===== src/rtl/btn_pkg.sv =====
// ============================================================================
// Module      : btn_pkg
// Description : Shared constants for the push-button conditioner and the
//               quick/slow mode FSM (default timings, channel encoding).
// Revision    : 1.0 - initial release
// ============================================================================
`default_nettype none

package btn_pkg;
  localparam int unsigned BTN_STABLE_DEFAULT = 1_000_000;
  localparam int unsigned BTN_REPEAT_DEFAULT = 50_000_000;

  // Channel encoding, also used by the mode FSM as its speed select
  localparam logic        BTN_QUICK = 1'b0;
  localparam logic        BTN_SLOW  = 1'b1;
  localparam int unsigned BTN_NUM   = 2;

  typedef logic [BTN_NUM-1:0] btn_vec_t;
endpackage

`default_nettype wire


===== src/rtl/btn_channel.sv =====
// ============================================================================
// Module      : btn_channel
// Description : One button: 2-flop synchroniser, stable-time debounce and
//               rising-edge pulse. Optional auto-repeat with BTN_REPEAT_EN.
// Revision    : 1.0 - initial release
// ============================================================================
`default_nettype none

module btn_channel
  import btn_pkg::*;
#(
  parameter int unsigned STABLE_CYCLES = BTN_STABLE_DEFAULT,
  parameter int unsigned CNT_W         = 20,
  parameter int unsigned REPEAT_CYCLES = BTN_REPEAT_DEFAULT,
  parameter int unsigned REP_W         = 26
) (
  input  logic clk,
  input  logic rst,
  input  logic btn_raw_i,
  output logic pulse_o
);

  localparam logic [CNT_W-1:0] STABLE_LAST = CNT_W'(STABLE_CYCLES - 1);

  logic             s1_q, s2_q;
  logic             db_q, db_d;
  logic [CNT_W-1:0] cnt_q, cnt_d;
  logic             pulse_q, pulse_d;

  // Any sample equal to the debounced level restarts the stable-time count
  always_comb begin
    db_d  = db_q;
    cnt_d = cnt_q;
    if (s2_q == db_q) begin
      cnt_d = '0;
    end else if (cnt_q == STABLE_LAST) begin
      db_d  = s2_q;
      cnt_d = '0;
    end else begin
      cnt_d = cnt_q + CNT_W'(1);
    end
  end

`ifdef BTN_REPEAT_EN
  localparam logic [REP_W-1:0] REP_LAST = REP_W'(REPEAT_CYCLES - 1);

  logic [REP_W-1:0] rep_q, rep_d;
  logic             rep_hit;

  assign rep_hit = db_q && (rep_q == REP_LAST);

  always_comb begin
    rep_d = rep_q + REP_W'(1);
    if (!db_q || rep_hit) begin
      rep_d = '0;
    end
  end

  always_ff @(posedge clk or negedge rst) begin
    if (!rst) begin
      rep_q <= '0;
    end else begin
      rep_q <= rep_d;
    end
  end

  // Gating with db_d suppresses a repeat landing on the release edge
  assign pulse_d = db_d && (!db_q || rep_hit);
`else
  logic rep_unused;
  assign rep_unused = ^{REPEAT_CYCLES, REP_W};
  assign pulse_d    = db_d && !db_q;
`endif

  always_ff @(posedge clk or negedge rst) begin
    if (!rst) begin
      s1_q    <= 1'b0;
      s2_q    <= 1'b0;
      db_q    <= 1'b0;
      cnt_q   <= '0;
      pulse_q <= 1'b0;
    end else begin
      s1_q    <= btn_raw_i;
      s2_q    <= s1_q;
      db_q    <= db_d;
      cnt_q   <= cnt_d;
      pulse_q <= pulse_d;
    end
  end

  assign pulse_o = pulse_q;

endmodule

`default_nettype wire


===== src/rtl/btn_conditioner.sv =====
// ============================================================================
// Module      : btn_conditioner
// Description : Conditions the raw quick/slow buttons into one-cycle pulses
//               for the mode FSM. Auto-repeat enabled by BTN_REPEAT_EN.
// Revision    : 1.0 - initial release
// ============================================================================
`default_nettype none

module btn_conditioner
  import btn_pkg::*;
#(
  parameter int unsigned STABLE_CYCLES = BTN_STABLE_DEFAULT,
  parameter int unsigned CNT_W         = 20,
  parameter int unsigned REPEAT_CYCLES = BTN_REPEAT_DEFAULT,
  parameter int unsigned REP_W         = 26
) (
  input  logic clk,
  input  logic rst,
  input  logic btn_quick_raw,
  input  logic btn_slow_raw,
  output logic quick_processed,
  output logic slow_processed
);

  btn_vec_t raw_vec;
  btn_vec_t pulse_vec;

  assign raw_vec[BTN_QUICK] = btn_quick_raw;
  assign raw_vec[BTN_SLOW]  = btn_slow_raw;

  // Channels are independent; simultaneous pulses are resolved downstream
  for (genvar g = 0; g < BTN_NUM; g++) begin : g_ch
    btn_channel #(
      .STABLE_CYCLES (STABLE_CYCLES),
      .CNT_W         (CNT_W),
      .REPEAT_CYCLES (REPEAT_CYCLES),
      .REP_W         (REP_W)
    ) u_channel (
      .clk       (clk),
      .rst       (rst),
      .btn_raw_i (raw_vec[g]),
      .pulse_o   (pulse_vec[g])
    );
  end

  assign quick_processed = pulse_vec[BTN_QUICK];
  assign slow_processed  = pulse_vec[BTN_SLOW];

endmodule

`default_nettype wire


===== config.mk =====
export PLATFORM = sky130hd
export DESIGN_NAME = btn_conditioner
export DESIGN_NICKNAME = d
export VERILOG_FILES = /design/src/rtl/btn_pkg.sv /design/src/rtl/btn_channel.sv /design/src/rtl/btn_conditioner.sv
export SDC_FILE = /design/constraint.sdc
export NUM_CORES = 1
export LEC_CHECK = 0
export ABC_CLOCK_PERIOD_IN_PS = 3090
export BUFFER_PORTS_ARGS = -buffer_cell sky130_fd_sc_hd__buf_2
export CORE_MARGIN = 1.5
export CORE_UTILIZATION = 33
export CTS_BUF_LIST = sky130_fd_sc_hd__clkbuf_4 sky130_fd_sc_hd__clkbuf_8 sky130_fd_sc_hd__clkbuf_16
export DETAILED_ROUTE_END_ITERATION = 8
export HOLD_SLACK_MARGIN = 0.1
export PLACE_DENSITY = 0.53
export SYNTH_ARGS = -nofsm -noshare
export SYNTH_HDL_FRONTEND = slang
export SYNTH_SLANG_ARGS = --single-unit
export TNS_END_PERCENT = 1

===== constraint.sdc =====
create_clock -name clk -period 3.09 [get_ports clk]
set_input_delay 0.618 -clock clk [delete_from_list [all_inputs] [get_ports clk]]
set_output_delay 0.618 -clock clk [all_outputs]
set_load 0.02 [all_outputs]

==> out/metrics.json <==
{
  "run_status": "finished clean",
  "dr_total_vias": 1582,
  "die_w_um": 85.71,
  "initial_core_util_pct": 34.75,
  "internal-power_uw": 848.4,
  "final_antenna_diode_count": 0,
  "rsz0062_at_grt": "false",
  "drc_errors": 0,
  "seq_area_frac_synth_pct": 53.22,
  "final_cells": 314,
  "cts.reportedPaths.clkPinSlew_ns": 0.09,
  "hold_class": "flip-flop to flip-flop",
  "setup-violations-final": 0,
  "detailroute.wirelength.met3_um": 112,
  "core_area_um2": 6495,
  "critPathRequiredTime_ns": 3.32,
  "worst_ep_arrival_ns": 2.15,
  "power.sequential.fraction_pct": 59.4,
  "syn_nets": 232,
  "finalWorstPathRequiredPeriod_ns": 1.915,
  "clk_path_buf_depth": 2,
  "antenna_found_initial": 0,
  "cts_setup_buffers": 0,
  "avgViaCountPerCell": 5.038,
  "first_iter_violations": 101,
  "grt_pass1_vias": 1489,
  "wl_met2_um": 1704,
  "die-area_um2": 7345,
  "pwr-share-clk_pct": 37.0,
  "ctsResizeCount": 0,
  "finalHoldViolCount": 0,
  "timing.fmax_mhz": 522.2,
  "worst_ir_drop_on_vdd_v": 0.0001475,
  "nets": 242,
  "slew_viol_final": 0,
  "finClkSkew_ns": 0.009375,
  "dpl_worst_slack_ns": 1.179,
  "postSynthAreaPerCell_um2": 9.987,
  "cts_hold_buffers": 0,
  "netlist_instances": 226,
  "layout_commonest_cell": "sky130_fd_sc_hd__dfrtp_1",
  "total_switching_power_uw": 235.3,
  "crit_family": "simple AND/OR/NAND/NOR gates",
  "tritoncts_clock_tree": "yes",
  "gr-usage-all-layers_pct": 12.35,
  "die-height_um": 85.71,
  "worst-setup-path-type": "flip-flop to flip-flop",
  "clock-sinks": 48,
  "min_period_over_period_pct": 61.97,
  "reg2reg_depth": 4,
  "share_comb_of_total_power_pct": 3.6,
  "area.growth.synth_to_final_pct": 9.812,
  "max_stage_delay_ns": 0.67,
  "crit_path_max_fanout": 9,
  "power.density_nw_per_um2": 437.2,
  "final_util_pct": 38.16,
  "grt.overflow.total": 0,
  "cts_htree_levels": 2,
  "globalplace.congestion": 0.7295,
  "synth_area_um2": 2257,
  "numPlacedInstances": 306,
  "worst-path-stages": 4,
  "inserted_clock_buffers": 5,
  "routed_metal_1_wire_length_um": 2115,
  "nFillCells": 659,
  "grt_pass1_wl_um": 7134,
  "ys_warn_count": 0,
  "max-slew-margin-rel_pct": 48.07,
  "leakagePower_uw": 0.001004,
  "detail_route.wl_per_cell_um": 12.72,
  "routed.top_layer": "met4",
  "switching_share_pct": 21.71,
  "min_path_cells": 0,
  "critical_path.endpoint_type": "flip-flop",
  "most_frequent_cells_in_the_layout": "sky130_fd_sc_hd__dfrtp_1 (48), sky130_fd_sc_hd__nor2_1 (38), sky130_fd_sc_hd__xnor2_1 (18), sky130_fd_sc_hd__nand2_1 (12), sky130_fd_sc_hd__nand3_1 (12)",
  "postRouteAntennaNets": 0,
  "clock-root-buffer": "sky130_fd_sc_hd__clkbuf_8",
  "maximum_number_of_pins_on_one_net_before_global_route_repair": 36,
  "cp-start-kind": "flip-flop",
  "unique_masters_post_synth": 32,
  "drt_pass1_iterations": 4,
  "crit_path_cell_trace": "nand3_2, or4_1, or4_1, a21oi_1",
  "io_buffer_count": 5,
  "floorplan.io_pins": 6,
  "critical-path-top-cell-by-count": "sky130_fd_sc_hd__or4_1",
  "worst_slack_ns": 1.175,
  "final.setup.tns_ns": 0,
  "rows": 29,
  "critPathBufInv": 0,
  "drt-total-wl_um": 3995,
  "postSynthRegisterBits": 48,
  "reg2reg_setup_slack_ns": 1.18,
  "tightestPinTransition_ns": 0.7790,
  "total_half_perimeter_wirelength_after_legalization_and_detailed_placement_um": 2712,
  "crit_path_top_delay_cell": "sky130_fd_sc_hd__or4_1",
  "maxCapViolCount": 0,
  "clkLatencyLatePin_ns": 0.30,
  "drive_above_1_share_pct": 10.13
}
## cells in the mapped netlist
library cell | n | area share (%)
sky130_fd_sc_hd__dfrtp_1 | 48 | 53
sky130_fd_sc_hd__nor2_1 | 38 | 6.3
sky130_fd_sc_hd__xnor2_1 | 18 | 7.0
sky130_fd_sc_hd__nand2_1 | 12 | 2.0
sky130_fd_sc_hd__nand3_1 | 12 | 2.7
sky130_fd_sc_hd__nand4_1 | 11 | 3.0
sky130_fd_sc_hd__xor2_1 | 10 | 3.9
sky130_fd_sc_hd__a21oi_1 | 8 | 1.8
sky130_fd_sc_hd__inv_1 | 8 | 1.3
sky130_fd_sc_hd__o21ai_0 | 8 | 1.8
sky130_fd_sc_hd__nor3_1 | 7 | 1.6
sky130_fd_sc_hd__nor4_1 | 7 | 1.9
sky130_fd_sc_hd__or3_1 | 5 | 1.4
sky130_fd_sc_hd__clkbuf_1 | 4 | 0.66
sky130_fd_sc_hd__or4_1 | 4 | 1.3
sky130_fd_sc_hd__and3_1 | 3 | 0.83
sky130_fd_sc_hd__and3b_1 | 2 | 0.78
sky130_fd_sc_hd__and4_1 | 2 | 0.78
sky130_fd_sc_hd__ha_1 | 2 | 1.1
sky130_fd_sc_hd__mux2_2 | 2 | 1.0
sky130_fd_sc_hd__mux2i_1 | 2 | 0.89
sky130_fd_sc_hd__nor4bb_1 | 2 | 0.89
sky130_fd_sc_hd__o31ai_1 | 2 | 0.66
sky130_fd_sc_hd__a31o_2 | 1 | 0.39
sky130_fd_sc_hd__and2_1 | 1 | 0.28
sky130_fd_sc_hd__and3_2 | 1 | 0.33
sky130_fd_sc_hd__and4_2 | 1 | 0.44
sky130_fd_sc_hd__buf_2 | 1 | 0.22
sky130_fd_sc_hd__buf_4 | 1 | 0.33
sky130_fd_sc_hd__nand3_2 | 1 | 0.44
sky130_fd_sc_hd__nand4_2 | 1 | 0.55
sky130_fd_sc_hd__o21ai_1 | 1 | 0.22
## routing by layer
layer	GRT usage, %	vias to the layer above
met3	3.946	4
met2	18.04	13
met4	4.839	0
met5	0	-
met1	17.05	758
li1	-	807
## cell families after synthesis
group                      after synthesis  share of synthesized area [%]
xor gates and xnor gates                28                          10.86
adders and majority gates                2                          1.108
muxes                                    4                          1.885
AOI/OAI and AO/OA                       20                          4.822
DFF                                     48                          53.21
and+or+nand+nor                        110                          25.56
buffers and inverters                   14                          2.550
## metrics by stage
stage / instance area, um^2 / hold slack, ns / power [uW]
floorplan: 2257 / 0.3224 / 674.1
detailed placement: 2381 / 0.3363 / 697.6
finish: 2479 / 0.3525 / 1084
global placement: 2381 / 0.3369 / 697.6
CTS: 2479 / 0.3561 / 1105
global route: 2479 / 0.3612 / 1138
## worst register-to-register path, cell delays in order (launching register included)
cell                      delay [ns]
sky130_fd_sc_hd__dfrtp_1        0.46
sky130_fd_sc_hd__nand3_2        0.12
sky130_fd_sc_hd__or4_1          0.67
sky130_fd_sc_hd__or4_1          0.46
sky130_fd_sc_hd__a21oi_1        0.15
## sequential cells by signal (all words and copies together) (netlist names)
name and cells:
g_ch.u_channel.cnt_q 40, g_ch.u_channel.s2_q 2, g_ch.u_channel.pulse_o 2, g_ch.u_channel.db_q 2, g_ch.u_channel.s1_q 2
## power by group through the flow
stage                     clock (uW)  sequential (uW)  combinational [uW]
after floorplan                    0              655                18.7
after global placement             0              657                40.8
after detailed placement           0              657                40.9
after CTS                        419              644                41.3
after global routing             446              646                46.7
final                            401              644                39.0
## worst paths after layout
| kind | startpoint | end |
|---|---|---|
| max | g_ch[1].u_channel.cnt_q[6]$_DFF_PN0_ | g_ch[1].u_channel.cnt_q[17]$_DFF_PN0_ |
| min | g_ch[0].u_channel.s1_q$_DFF_PN0_ | g_ch[0].u_channel.s2_q$_DFF_PN0_ |
| max reg2reg | g_ch[1].u_channel.cnt_q[6]$_DFF_PN0_ | g_ch[1].u_channel.cnt_q[17]$_DFF_PN0_ |
| min reg2reg | g_ch[0].u_channel.s1_q$_DFF_PN0_ | g_ch[0].u_channel.s2_q$_DFF_PN0_ |
| max in group asynchronous | rst | g_ch[0].u_channel.cnt_q[14]$_DFF_PN0_ |
| min in group asynchronous | rst | g_ch[1].u_channel.cnt_q[5]$_DFF_PN0_ |
## final cells by class
type	instances	area, um^2	share of cell area (%)
clock buffer	8	97.59	3.937
inverter	8	30.03	1.212
multi-input combinational	164	998.5	40.28
sequential	48	1201	48.46
tap	77	96.34	3.887
timing repair buffer	9	55.05	2.221
(Power assumes the default switching activity.)
